### config.mk
export PLATFORM = sky130hd
export DESIGN_NAME = pixel_frame_writer
export DESIGN_NICKNAME = d
export VERILOG_FILES = /design/src/rtl/pixel_frame_writer.sv
export SDC_FILE = /design/constraint.sdc
export NUM_CORES = 1
export LEC_CHECK = 0
export BUFFER_PORTS_ARGS = -buffer_cell sky130_fd_sc_hd__buf_2
export CAP_MARGIN = 20
export CORE_AREA = 2 2 82 84
export CTS_CLUSTER_SIZE = 28
export DETAILED_ROUTE_END_ITERATION = 16
export DIE_AREA = 0 0 84 86
export PLACE_DENSITY = 0.58
export SETUP_SLACK_MARGIN = 0.05
export SYNTH_ARGS = -nofsm -noshare
export SYNTH_HDL_FRONTEND = slang
export SYNTH_SLANG_ARGS = --single-unit
### constraint.sdc
create_clock -name clk -period 2.4 [get_ports clk]
set_input_delay 0.36 -clock clk [delete_from_list [all_inputs] [get_ports clk]]
set_output_delay 0.36 -clock clk [all_outputs]
set_load 0.02 [all_outputs]
### src/rtl/pixel_frame_writer.sv
// ============================================================================
// Module      : pixel_frame_writer
// Description : Two-wire LED controller frame writer: start, N acked words,
//               stop, fed by a one-word valid/ready holding register.
//               Optional macro ACK_CHECK_EN enables the missing-ack pulse.
// Revision    : 1.0 - initial release
// ============================================================================
`default_nettype none

module pixel_frame_writer #(
  parameter int CLK_IN_HZ   = 12_000_000,
  parameter int BIT_RATE_HZ = 250_000,
  parameter int DATA_WIDTH  = 8,
  parameter int MAX_WORDS   = 16,
  parameter bit LSB_FIRST   = 1'b1
) (
  input  logic                               clk,
  input  logic                               rst,
  input  logic                               valid,
  input  logic [DATA_WIDTH-1:0]              value,
  input  logic                               last,
  output logic                               ready,
  output logic                               d_clk,
  output logic                               d_out,
  output logic                               d_oe,
  input  logic                               d_in,
  output logic                               busy,
  output logic [$clog2(MAX_WORDS+1)-1:0]     word_count,
  output logic                               ack_err
);

  localparam int DIV = CLK_IN_HZ / (4 * BIT_RATE_HZ);
  localparam int CW  = (DIV > 1) ? $clog2(DIV) : 1;
  localparam int BW  = (DATA_WIDTH > 1) ? $clog2(DATA_WIDTH) : 1;
  localparam int WCW = $clog2(MAX_WORDS + 1);

  generate
    if (DIV < 1) begin : g_div_check
      $error("pixel_frame_writer: CLK_IN_HZ/(4*BIT_RATE_HZ) must be at least 1");
    end
  endgenerate

  typedef enum logic [2:0] {
    S_IDLE  = 3'd0,
    S_START = 3'd1,
    S_BIT   = 3'd2,
    S_ACK   = 3'd3,
    S_HOLD  = 3'd4,
    S_STOP  = 3'd5
  } state_t;

  state_t                r_state;
  logic [CW-1:0]         r_cnt;
  logic [1:0]            r_phase;
  logic [BW-1:0]         r_bit;
  logic [DATA_WIDTH-1:0] r_shift;
  logic [DATA_WIDTH-1:0] r_hold_data;
  logic                  r_hold_full;
  logic                  r_hold_last;
  logic                  r_cur_last;
  logic [WCW-1:0]        r_wc;
  logic                  r_d_clk;
  logic                  r_d_out;
  logic                  r_d_oe;
  logic                  r_busy;
  logic                  r_ack_err;

  logic                  w_tick;
  logic [DATA_WIDTH-1:0] w_shift_nxt;
  logic                  w_next_bit;
  logic                  w_load_bit;
  logic [WCW-1:0]        w_wc_inc;
  logic                  w_frame_end;
  logic                  w_load;

  assign w_tick      = (r_cnt == CW'(DIV - 1));
  assign w_shift_nxt = LSB_FIRST ? (r_shift >> 1) : (r_shift << 1);
  assign w_next_bit  = LSB_FIRST ? w_shift_nxt[0] : w_shift_nxt[DATA_WIDTH-1];
  assign w_load_bit  = LSB_FIRST ? r_hold_data[0] : r_hold_data[DATA_WIDTH-1];
  assign w_wc_inc    = r_wc + WCW'(1);
  assign w_frame_end = r_cur_last || (w_wc_inc == WCW'(MAX_WORDS));

  // Shifter loads: end of START, back-to-back after ACK, or leaving HOLD.
  assign w_load = ((r_state == S_START) && w_tick && (r_phase == 2'd1)) ||
                  ((r_state == S_ACK) && w_tick && (r_phase == 2'd3) &&
                   !w_frame_end && r_hold_full) ||
                  ((r_state == S_HOLD) && r_hold_full);

  always_ff @(posedge clk or posedge rst) begin
    if (rst) begin
      r_state     <= S_IDLE;
      r_cnt       <= '0;
      r_phase     <= '0;
      r_bit       <= '0;
      r_shift     <= '0;
      r_hold_data <= '0;
      r_hold_full <= 1'b0;
      r_hold_last <= 1'b0;
      r_cur_last  <= 1'b0;
      r_wc        <= '0;
      r_d_clk     <= 1'b1;
      r_d_out     <= 1'b1;
      r_d_oe      <= 1'b1;
      r_busy      <= 1'b0;
      r_ack_err   <= 1'b0;
    end else begin
      r_busy    <= (r_state != S_IDLE) || r_hold_full;
      r_ack_err <= 1'b0;

      if (valid && !r_hold_full) begin
        r_hold_data <= value;
        r_hold_last <= last;
        r_hold_full <= 1'b1;
      end

      if ((r_state == S_IDLE) || (r_state == S_HOLD) || w_tick)
        r_cnt <= '0;
      else
        r_cnt <= r_cnt + CW'(1);

      case (r_state)
        S_IDLE: begin
          if (r_hold_full) begin
            r_state <= S_START;
            r_phase <= 2'd0;
            r_wc    <= '0;
            r_d_out <= 1'b0;
            r_d_clk <= 1'b1;
          end
        end
        S_START: begin
          if (w_tick && (r_phase == 2'd0)) begin
            r_phase <= 2'd1;
            r_d_clk <= 1'b0;
          end
        end
        S_BIT: begin
          if (w_tick) begin
            r_phase <= r_phase + 2'd1;
            if (r_phase == 2'd1) r_d_clk <= 1'b1;
            if (r_phase == 2'd3) begin
              r_d_clk <= 1'b0;
              if (r_bit == BW'(DATA_WIDTH - 1)) begin
                r_state <= S_ACK;
                r_d_oe  <= 1'b0;
                r_d_out <= 1'b1;
              end else begin
                r_bit   <= r_bit + BW'(1);
                r_shift <= w_shift_nxt;
                r_d_out <= w_next_bit;
              end
            end
          end
        end
        S_ACK: begin
          if (w_tick) begin
            r_phase <= r_phase + 2'd1;
            if (r_phase == 2'd1) r_d_clk <= 1'b1;
`ifdef ACK_CHECK_EN
            if ((r_phase == 2'd2) && d_in) r_ack_err <= 1'b1;
`endif
            if (r_phase == 2'd3) begin
              r_wc   <= w_wc_inc;
              r_d_oe <= 1'b1;
              if (w_frame_end) begin
                r_state <= S_STOP;
                r_d_clk <= 1'b0;
                r_d_out <= 1'b0;
              end else if (!r_hold_full) begin
                r_state <= S_HOLD;
                r_d_clk <= 1'b0;
                r_d_out <= 1'b0;
              end
            end
          end
        end
        S_HOLD: begin
          r_d_clk <= 1'b0;
          r_d_out <= 1'b0;
        end
        S_STOP: begin
          if (w_tick) begin
            r_phase <= r_phase + 2'd1;
            if (r_phase == 2'd0) r_d_clk <= 1'b1;
            if (r_phase == 2'd1) r_d_out <= 1'b1;
            if (r_phase == 2'd2) begin
              r_state <= S_IDLE;
              r_phase <= 2'd0;
            end
          end
        end
        default: begin
          r_state <= S_IDLE;
        end
      endcase

      // Placed after the case so a load overrides the per-state updates.
      if (w_load) begin
        r_shift     <= r_hold_data;
        r_cur_last  <= r_hold_last;
        r_hold_full <= 1'b0;
        r_d_out     <= w_load_bit;
        r_d_clk     <= 1'b0;
        r_phase     <= 2'd0;
        r_bit       <= '0;
        r_state     <= S_BIT;
      end
    end
  end

`ifndef ACK_CHECK_EN
  logic w_unused_din;
  assign w_unused_din = d_in;
`endif

  assign ready      = ~r_hold_full;
  assign d_clk      = r_d_clk;
  assign d_out      = r_d_out;
  assign d_oe       = r_d_oe;
  assign busy       = r_busy;
  assign word_count = r_wc;
  assign ack_err    = r_ack_err;

endmodule

`default_nettype wire

Word-level counts from Yosys, hierarchy flattened

Cells that the tools add are included.

Flip-flop bits (word level): 40
Bits of input ports: 13
Logic and storage cells: 156

$add $sub $neg: 4
Eq/ne operators: 32
Mux-type cells: 67
Bitwise operators: 1
Reductions and logical operators: 38

Operators with widths:

| operator                                                                | number |
|---|---|
| 3-bit 2-to-1 mux                                                        | 16 |
| 8-bit 2-to-1 mux                                                        | 5 |
| 1-bit 2-to-1 mux                                                        | 30 |
| 3-bit inequality test, second input constant                            | 9 |
| 5-bit 2-to-1 mux                                                        | 3 |
| 3-bit case mux with 5 select lines                                      | 1 |
| 2-bit 2-to-1 mux                                                        | 6 |
| 2-bit inequality test, second input constant                            | 6 |
| 2-bit nonzero test                                                      | 6 |
| 5-bit case mux with 2 select lines                                      | 1 |
| 10-bit AND reduction                                                    | 1 |
| 3-bit equality test, second input constant                              | 3 |
| 1-bit logical AND                                                       | 9 |
| 9-bit AND reduction                                                     | 1 |
| 2-bit case mux with 4 select lines                                      | 1 |
| 4-bit AND reduction                                                     | 2 |
| 7-bit AND reduction                                                     | 1 |
| 7-bit nonzero test                                                      | 1 |
| 3-bit by 2-bit equality test with 1-bit output, second input constant   | 2 |
| 1-bit logical OR                                                        | 6 |
| 3-bit by 2-bit inequality test with 1-bit output, second input constant | 2 |
| 1-bit case mux with 6 select lines                                      | 1 |
| 6-bit AND reduction                                                     | 1 |
| 6-bit nonzero test                                                      | 1 |
| 23 further kinds                                                        | 27 |

Depth between registers and ports, before layout

Gate-level depths: netlist (run 1).

Depth in word-level cells: 10
Mapped depth: 9
Mapped depth without buffers: 8

Least setup slack after synthesis (run 1)

OpenSTA, ideal clock, no wires.

Kind: reg2reg
Start: reg r_bit[0]
End: reg r_state[0]
Library setup time: 127 ps
Arrival: 1842 ps
Path slack: 430 ps
Stages on the path, launching flop included: 9
Clock period less this slack: 1970 ps
Path through: dfrtp_1 ha_1 ha_1 a21o_1 a221oi_1 nand3_1 mux2i_1 nor2_2 mux2_1

Word-level cells in the longest chain between the ends: 3

Ends and longest elaborated chain:

| element                         | line | text |
|---|---|---|
| start, declared                 | 55   | `logic [BW-1:0] r_bit;` |
| start signal, assigned          | 148  | `r_bit <= r_bit + BW'(1);` |
| 3-bit equality test             | 143  | `if (r_bit == BW'(DATA_WIDTH - 1)) begin` |
| 3-bit inequality test (no line) | -    |  |
| 10-bit AND reduction (no line)  | -    |  |
| end signal, assigned            | 144  | `r_state <= S_ACK;` |
| end signal, assigned            | 166  | `r_state <= S_STOP;` |
| end signal, assigned            | 170  | `r_state <= S_HOLD;` |
| end, declared                   | 52   | `state_t r_state;` |

No other way between the ends.
A chain may end at the register's enable or synchronous reset.

Worst setup path in the final report (run 1)

Same ends and word-level chain as after synthesis.

==> metrics.txt, run 1 <==
outcome=complete, no violations; Yosys Warn Count=0; core area=6277 sq um; Ports=24; crit-path max FO=4; HPWL after DPL=3.087 mm; CTS Buf Count=5; via/cell ratio=5.199; Combinational Power Share=0.250; Max Slew Vio Count=0; worst stage delay on the critical path=0.40 ns; global-route wire length before repair=8.017 mm; total number of vias=1,674; IO Port Bufs=21; final non-filler cell total=322; top achievable clock speed=462.9 MHz; worst setup margin=0.2398 ns; startpoint types=register; dominant cell type by area after synthesis=dfrtp_1; Nets=266; critical path arrival=2.34 ns; CP Capture Type=register; row count=29; ANT cells=0; Die Wd=84 um; async set-reset flop share out of synthesis=1.000; H-tree Lvls=2; reg2reg start=r_bit[0]$_DFFE_PP0P_; postcts setup bufs=0; CTS Hold Bufs=0; CP Class=register to register; Worst EP required=2.58 ns; DR WL/cell=13.51 um; clock sinks=39; top cell type's share of synthesized area=0.4145; pre-CTS setup slack=0.2750 ns; worst r2r dst=r_state[0]$_DFFE_PP0P_; DRC=0; CTS tree=built; CTS Buffer Depth=2; Post-synth top flop=dfrtp_1; Clock Skew=0.005603 ns; crit path cell chain=ha_1, ha_1, a21o_1, a221oi_1, nand3_1, mux2i_1, nor2_2, mux2_1; placed instance count=314; RSZ-0062 raised after global routing=false; gate count of the mapped netlist=216; die height=86 um; register area share after synthesis=0.4508; grt total ovfl=0; max-cap viol count=0; Resize count post-CTS=0; synth cell count leaders=dfrtp_1 (36), nand2_1 (17), nor2_1 (17), o21ai_0 (11); Layout area overhead=16.64%; clock slew seen by the registers of the worst setup and hold paths=0.08 ns; clock root cell=clkbuf_8; P_leak=1.246 nW; Final Cycle Share=0.9001; layout cells sized above 1=0.2531; Post-Route WL=4.349 mm; Post-synth EDFFs=0; Cell Int Power=1.376 mW; maximum VDD drop=0.0003111 V; Initial DRC Count=112; pwr dens=769.4 nW/um^2; Synth cell types=52; Fin. Hold Viols=0; Sw Share=0.2942; final design utilization=0.4038; Flop pwr share=0.414; initial antenna violation count=0; reg2reg path depth=8; FF+latch count, synth=39; final instance area=2535 sq um; Initial Util=0.3462; Fill cells=626; drt first pass iters=4; FF-to-FF setup slack=0.24 ns; Final min period=2.160 ns; Synth area leaders=dfrtp_1 (41%), ha_1 (5.2%), mux2_2 (5.2%); Min-Delay Path Class=input port to asynchronous set/reset pin; setup violators final=0; vias in the first global route=1,652; syn_nets=238; Clock Power Share=0.336; Post-DP Area=2402 sq um; Total GRT Usage=0.1355; largest net degree at the start of global routing=40; setup TNS=0 ns; Mapped Area=2173 sq um; top-count cell post-synth=dfrtp_1; switching pwr=573.8 uW; gpl congestion=0.8179; CP max-delay cell=dfrtp_1; post-route antenna net violation count=0; critical path's most frequent cell=ha_1; Clock Latency Late Sink=0.29 ns; Synth Area per Inst=10.06 sq um; DIE AREA=7224 sq um
[area by class of cell]
class                           count  area [sq um]  area share
Clock buffer                        6         72.57     0.02863
Clock inverter                      2         60.06     0.02369
Inverter                            6         22.52    0.008885
Multi-Input combinational cell    159          1109      0.4373
Sequential cell                    39         979.7      0.3865
Tap cell                           77         96.34     0.03801
Timing Repair Buffer               33         195.2     0.07700
[worst max-delay path by stage]
| stage | startpoint | endpoint | slack, ns | cells past startpoint |
|---|---|---|---|---|
| floorplan | r_bit[0]$_DFFE_PP0P_ | r_state[0]$_DFFE_PP0P_ | 0.43 | 8 |
| global placement | r_bit[0]$_DFFE_PP0P_ | r_state[0]$_DFFE_PP0P_ | 0.27 | 8 |
| detailed placement | r_bit[0]$_DFFE_PP0P_ | r_state[0]$_DFFE_PP0P_ | 0.27 | 8 |
| CTS | r_bit[0]$_DFFE_PP0P_ | r_state[0]$_DFFE_PP0P_ | 0.26 | 8 |
| global route | r_bit[0]$_DFFE_PP0P_ | r_state[0]$_DFFE_PP0P_ | 0.07 | 8 |
| finish | r_bit[0]$_DFFE_PP0P_ | r_state[0]$_DFFE_PP0P_ | 0.24 | 8 |
[flip-flops by register name (all words and copies together) (netlist names), 2 cells and up]
name	flops
r_shift	7
r_hold_data	8
word_count	5
r_cnt	4
r_bit	3
r_state	3
r_phase	2
[cells in the final DEF, fill, tap and decap left out, types with 5 or more instances in the layout]
cell and n:
buf_2 21, buf_4 12, nand2_1 17, o21ai_0 11, nor2_1 17, a21oi_1 10, mux2i_1 5, nand2b_1 7
a31oi_1 5, a21o_1 10, mux2_2 10, nand3_1 7, inv_1 6, clkbuf_8 5, dfrtp_1 36, ha_1 9
a22o_1 7, nor3_1 8
[critical path: cells and delay by family (launching register included)]
kind | cells | cell delay [ns]
AOI/OAI and AO/OA | 2 | 0.49
adders and majority gates | 2 | 0.45
DFF | 1 | 0.40
muxes | 2 | 0.51
and+or+nand+nor | 2 | 0.20
[power groups by stage]
stage	registers, mW	logic, mW	clock network (mW)
global placement	0.819	0.479	0
detailed placement	0.820	0.485	0
CTS	0.807	0.490	0.674
finish	0.806	0.488	0.656
global route	0.822	0.553	0.701
floorplan	0.793	0.378	0
[logic make-up (layout without fill, tap and decap cells)]
family,count (synthesis),in the layout,synth area share
xor gates and xnor gates,2,2,0.008061
other,1,1,0.001725
adders and majority gates,9,9,0.05181
AOI/OAI and AO/OA,58,58,0.1911
muxes,17,17,0.08521
buffers and inverters,18,47,0.04202
and+or+nand+nor,72,72,0.1693
DFF,39,39,0.4508
[stage by stage]
| step | hold slack (ns) | power, mW |
|---|---|---|
| floorplan | 0.4437 | 1.171 |
| global placement | 0.4563 | 1.299 |
| detailed placement | 0.4664 | 1.305 |
| CTS | 0.1837 | 1.971 |
| global route | 0.2133 | 2.075 |
| finish | 0.1696 | 1.950 |
[layer usage]
layer  up-vias  part of all wire  wire length [um]  global-route usage
li1        829                 -                 -                   -
met1       806              0.48              2075              0.1857
met2        33              0.47              2055              0.2116
met3         6             0.038               167             0.02887
met4         0             0.012                51             0.05132
met5         -                 0                 0                   0
No activity file was read; power rests on OpenSTA's default activity.
==> run 2, diff against run 1 <==
--- a/config.mk
+++ b/config.mk
@@ -7,11 +7,11 @@
 export LEC_CHECK = 0
 export BUFFER_PORTS_ARGS = -buffer_cell sky130_fd_sc_hd__buf_2
 export CAP_MARGIN = 20
-export CORE_AREA = 2 2 82 84
+export CORE_AREA = 2 2 73 75
 export CTS_CLUSTER_SIZE = 28
 export DETAILED_ROUTE_END_ITERATION = 16
-export DIE_AREA = 0 0 84 86
-export PLACE_DENSITY = 0.58
+export DIE_AREA = 0 0 75 77
+export PLACE_DENSITY = 0.71
 export SETUP_SLACK_MARGIN = 0.05
 export SYNTH_ARGS = -nofsm -noshare
 export SYNTH_HDL_FRONTEND = slang
==> constraint.sdc (replaced) <==
create_clock -name clk -period 1.92 [get_ports clk]
set_input_delay 0.288 -clock clk [delete_from_list [all_inputs] [get_ports clk]]
set_output_delay 0.288 -clock clk [all_outputs]
set_load 0.02 [all_outputs]
==> metrics.txt, run 2 (synthesis gave the netlist of run 1 again) <==
Buf+Inv Stages, Crit Path=1 (+1); failing checks=negative setup slack; Total GRT Usage=0.1884 (+0.05292); worst setup margin=-0.09467 ns (-0.3345 ns); reg2reg path depth=8 (unchanged); gpl congestion=0.9117 (+11%); CTS tree=built; core area=4977 sq um (-21%); post-route antenna net violation count=0 (unchanged); clock root cell=clkbuf_8; largest register by flop count=r_hold_data; Clock Power Share=0.233 (-0.103); DRC=0 (unchanged); Nets=308 (+16%); Max Used Layer=met4; Sw Share=0.3319 (+0.03772); Cell Int Power=1.659 mW (+21%); CP top delay family=multiplexers; Clock Skew=0.007729 ns (+0.002126 ns); startpoint types=register; Final Cycle Share=1.049 (+0.1492); max-cap viol count=0 (unchanged); final non-filler cell total=357 (+11%); Clock Latency Late Sink=0.30 ns (about the same); final design utilization=0.6058 (+0.2020); Min-Delay Path Class=input port to asynchronous set/reset pin; commonest non-fill, non-tap cell in the layout=buf_4; H-tree Lvls=2 (unchanged); final instance area=3015 sq um (+19%); clock sinks=39 (unchanged); worst r2r dst=r_state[0]$_DFFE_PP0P_; Max Slew Vio Count=0 (unchanged); row count=26 (-10%); Ports=24 (unchanged); vias in the first global route=1,890 (+14%); via/cell ratio=5.227 (+0.54%); layout cells sized above 1=0.4634 (+0.2104); DR WL/cell=14.75 um (+9.2%); outcome=complete, but fails checks; die height=77 um (-10%); Flop pwr share=0.401 (-0.013); Fill cells=431 (-31%); max reg flops=8 (unchanged); DIE AREA=5775 sq um (-20%); Layout area overhead=38.74%; critical path arrival=2.20 ns (-0.14 ns); switching pwr=824.5 uW (+44%); reg2reg start=r_phase[0]$_DFFE_PP0P_; RSZ-0062 raised after global routing=true; crit-path max FO=4 (unchanged); met2 routed WL=2.617 mm (+27%); clock slew seen by the registers of the worst setup and hold paths=0.09 ns (about the same); Initial DRC Count=78 (-30%); P_leak=1.479 nW (+19%); CTS Buffer Depth=2 (unchanged); global-route wire length before repair=8.424 mm (+5.1%); Worst EP required=2.11 ns (-0.47 ns); pre-CTS setup slack=-0.09158 ns (-0.3666 ns); HPWL after DPL=3.469 mm (+12%); leading cell types in the layout, fill and taps excluded=buf_4 (46), dfrtp_1 (34), buf_2 (22); setup violators final=1 (+1); Fin. Hold Viols=0 (unchanged); largest net degree at the start of global routing=40 (unchanged); maximum VDD drop=0.0004627 V (+49%); pwr dens=823.8 nW/um^2 (+7.1%); ANT cells=0 (unchanged); CP Class=register to register; crit path cell chain=inv_1, ha_1, a22o_1, a221oi_2, nand3_1, mux2i_2, nor2_2, mux2_4; Die Wd=75 um (-11%); drt first pass iters=4 (unchanged); CP max-delay cell=dfrtp_1; IO Port Bufs=21 (unchanged); Post-Route WL=5.267 mm (+21%); total number of vias=1,866 (+11%); initial antenna violation count=0 (unchanged); Final min period=2.015 ns (-0.1455 ns); FF-to-FF setup slack=-0.09 ns (-0.33 ns); Combinational Power Share=0.366 (+0.116); grt total ovfl=0 (unchanged); M1 WL=2.277 mm (+9.7%); Initial Util=0.4367 (+0.09043); top achievable clock speed=496.4 MHz (+7.2%); Post-DP Area=2648 sq um (+10%); placed instance count=336 (+7.0%); CTS Buf Count=5 (unchanged); worst stage delay on the critical path=0.42 ns (+0.02 ns); CP Capture Type=register; met3 wire length=210 um (+26%)
[run 2: routing by layer]
layer,global-route usage,vias to the layer above
met1,0.2421,884
met2,0.2921,46
met3,0.04993,15
met4,0.08571,0
met5,0,-
li1,-,921
[run 2: worst min-delay path, stage by stage]
cell and delay, ns:
buf_2 0.09, inv_1 0.05, buf_4 0.43
[run 2: worst max path at each step]
stage | startpoint | end | cells past startpoint
2_1_floorplan | r_phase[0]$_DFFE_PP0P_ | r_state[0]$_DFFE_PP0P_ | 7
3_3_place_gp | r_phase[0]$_DFFE_PP0P_ | r_state[0]$_DFFE_PP0P_ | 7
3_5_place_dp | r_phase[0]$_DFFE_PP0P_ | r_state[0]$_DFFE_PP0P_ | 7
4_1_cts | r_bit[0]$_DFFE_PP0P_ | r_state[0]$_DFFE_PP0P_ | 8
5_1_grt | r_phase[0]$_DFFE_PP0P_ | r_state[0]$_DFFE_PP0P_ | 8
6_report | r_phase[0]$_DFFE_PP0P_ | r_state[0]$_DFFE_PP0P_ | 8
[run 2: final cells by class]
class | instances | area (sq um) | area share
multi-input combinational | 159 | 1277 | 0.4237
sequential | 39 | 982.2 | 0.3257
timing repair buffer | 75 | 553.0 | 0.1834
tap | 70 | 87.58 | 0.02905
clock buffer | 5 | 68.82 | 0.02282
clock inverter | 3 | 23.77 | 0.007884
inverter | 6 | 22.52 | 0.007469
[run 2: repair_timing]
| action | CTS | global route |
|---|---|---|
| hold buffers | 0 | 0 |
| gates resized for setup | 20 | 21 |
| pin swaps | 15 | 15 |
| setup buffers | 5 | 6 |
| gates cloned | 1 | 1 |
| setup endpoints to repair | 15 | 19 |
[run 2: power groups by stage]
stage | logic [mW] | registers, mW | clock network, mW
finish | 0.908 | 0.997 | 0.579
floorplan | 0.476 | 0.991 | 0
detailed placement | 0.734 | 1.01 | 0
global route | 1.00 | 1.01 | 0.640
global placement | 0.710 | 1.00 | 0
CTS | 0.802 | 0.995 | 0.598
[run 2: metrics by stage]
| stage | power [mW] | hold slack (ns) | setup TNS, ns |
|---|---|---|---|
| 3_3_place_gp | 1.715 | 0.4318 | -0.1541 |
| 5_1_grt | 2.656 | 0.1485 | -0.5309 |
| 6_report | 2.484 | 0.1039 | -0.09467 |
| 2_1_floorplan | 1.468 | 0.4130 | 0 |
| 4_1_cts | 2.395 | 0.1215 | -0.06599 |
| 3_5_place_dp | 1.744 | 0.4504 | -0.6035 |
==> run 3, diff against run 2 <==
--- a/config.mk
+++ b/config.mk
@@ -11,6 +11,7 @@
 export CTS_CLUSTER_SIZE = 28
 export DETAILED_ROUTE_END_ITERATION = 16
 export DIE_AREA = 0 0 75 77
+export HOLD_SLACK_MARGIN = 0.15
 export PLACE_DENSITY = 0.71
 export SETUP_SLACK_MARGIN = 0.05
 export SYNTH_ARGS = -nofsm -noshare
==> metrics.txt, run 3 (synthesis gave the netlist of run 1 again) <==
leading cell types in the layout, fill and taps excluded=buf_4 (46), dfrtp_1 (34), buf_2 (22); Fin. Hold Viols=0 (unchanged); grt total ovfl=0 (unchanged); Max Slew Vio Count=0 (unchanged); crit-path max FO=4 (unchanged); critical path arrival=2.20 ns (about the same); FF-to-FF setup slack=-0.09 ns (about the same); IO Port Bufs=21 (unchanged); RSZ-0062 raised after global routing=true; Die Wd=75 um (unchanged); Final min period=2.015 ns (-0.0000009000 ns); Post-Route WL=5.274 mm (+0.13%); vias in the first global route=1,890 (unchanged); maximum VDD drop=0.0004628 V (about the same); hold depth=2; total number of vias=1,870 (+0.21%); Initial Util=0.4367 (unchanged); Nets=309 (+0.32%); DRC=0 (unchanged); CTS tree=built; commonest non-fill, non-tap cell in the layout=buf_4; H-tree Lvls=2 (unchanged); row count=26 (unchanged); pre-CTS setup slack=-0.09158 ns (unchanged); outcome=complete, but fails checks; core area=4977 sq um (unchanged); post-route antenna net violation count=0 (unchanged); drt first pass iters=4 (unchanged); clock slew seen by the registers of the worst setup and hold paths=0.09 ns (about the same); pwr dens=822.0 nW/um^2 (-0.21%); placed instance count=336 (unchanged); CTS Buffer Depth=2 (unchanged); Layout area overhead=39.21%; clock sinks=39 (unchanged); max-cap viol count=0 (unchanged); max reg flops=8 (unchanged); clock root cell=clkbuf_8; Ports=24 (unchanged); worst setup margin=-0.09467 ns (+0.0000009000 ns); gpl congestion=0.9117 (unchanged); CTS Buf Count=5 (unchanged); final non-filler cell total=358 (+0.28%); final instance area=3025 sq um (+0.33%); via/cell ratio=5.223 (about the same); DR WL/cell=14.73 um (-0.15%); initial antenna violation count=0 (unchanged); Post-DP Area=2648 sq um (unchanged); top achievable clock speed=496.4 MHz (unchanged); Min-Delay Path Class=input port to register; Final Cycle Share=1.049 (about the same); ANT cells=0 (unchanged); global-route wire length before repair=8.424 mm (unchanged); DIE AREA=5775 sq um (unchanged); layout cells sized above 1=0.4618 (-0.001609); setup TNS=-0.09467 ns (+0.0000009000 ns); Initial DRC Count=63 (-19%); Total GRT Usage=0.1884 (unchanged); P_leak=1.483 nW (+0.28%); setup violators final=1 (unchanged); largest register by flop count=r_hold_data; WHS=0.2107 ns (+0.1068 ns); reg2reg path depth=8 (unchanged); HPWL after DPL=3.469 mm (unchanged); Clock Skew=0.008719 ns (+0.0009900 ns); Clock Latency Late Sink=0.30 ns (about the same); startpoint types=register; failing checks=negative setup slack; CP Class=register to register; Worst EP required=2.11 ns (about the same); CP Capture Type=register; die height=77 um (unchanged); largest net degree at the start of global routing=40 (unchanged)
[run 3: where the power goes]
part	leakage, nW	total [mW]	internal [mW]	switching, mW
logic	0.943	0.910	0.489	0.421
clock network	0.0408	0.581	0.260	0.321
registers	0.499	0.997	0.912	0.0844
[run 3: timing repair]
item	in CTS	in global routing
gates resized for setup	20	21
hold buffers	1	0
setup buffers	5	6
cloned	1	1
endpoints found under the hold margin	36	0
pin swaps	15	15
endpoints found under the setup margin	15	19
[run 3: cell type report]
class / instances / area (sq um)
repair buffers: 76 / 563.0
clock buffers: 5 / 68.82
inverters: 6 / 22.52
fillers: 430 / 1952
well taps: 70 / 87.58
multi-input cells: 159 / 1277
flip-flops and latches: 39 / 982.2
clock inverters: 3 / 23.77
[run 3: path summary, 6_finish.rpt]
path	startpoint	to
worst max-delay path	r_phase[0]$_DFFE_PP0P_	r_state[0]$_DFFE_PP0P_
worst min-delay path	last	r_hold_last$_DFFE_PP0P_
worst max register to register	r_phase[0]$_DFFE_PP0P_	r_state[0]$_DFFE_PP0P_
worst min register to register	d_out$_DFFE_PP1P_	d_out$_DFFE_PP1P_
max in group asynchronous	rst	d_out$_DFFE_PP1P_
min in group asynchronous	rst	word_count[4]$_DFFE_PP0P_
[run 3: critical path, stage by stage, from the launching register on]
cell and delay, ns:
dfrtp_1 0.42, inv_1 0.09, ha_1 0.20, a22o_1 0.20, a221oi_2 0.26, nand3_1 0.14, mux2i_2 0.23, nor2_2 0.08
mux2_4 0.30
[run 3: per-layer routing]
| metal | track usage | wire length, um | share of wire | vias up |
|---|---|---|---|---|
| met4 | 0.08571 | 165 | 0.031 | 0 |
| met2 | 0.2921 | 2621 | 0.50 | 44 |
| met5 | 0 | 0 | 0 | - |
| met1 | 0.2421 | 2277 | 0.43 | 887 |
| met3 | 0.04993 | 210 | 0.040 | 15 |
| li1 | - | - | - | 924 |
[run 3: stage by stage]
stage / utilization / power [mW]
6_report: 0.6078 / 2.487
5_1_grt: 0.6078 / 2.658
2_1_floorplan: - / 1.468
4_1_cts: 0.5794 / 2.397
3_3_place_gp: 0.5319 / 1.715
3_5_place_dp: 0.5319 / 1.744
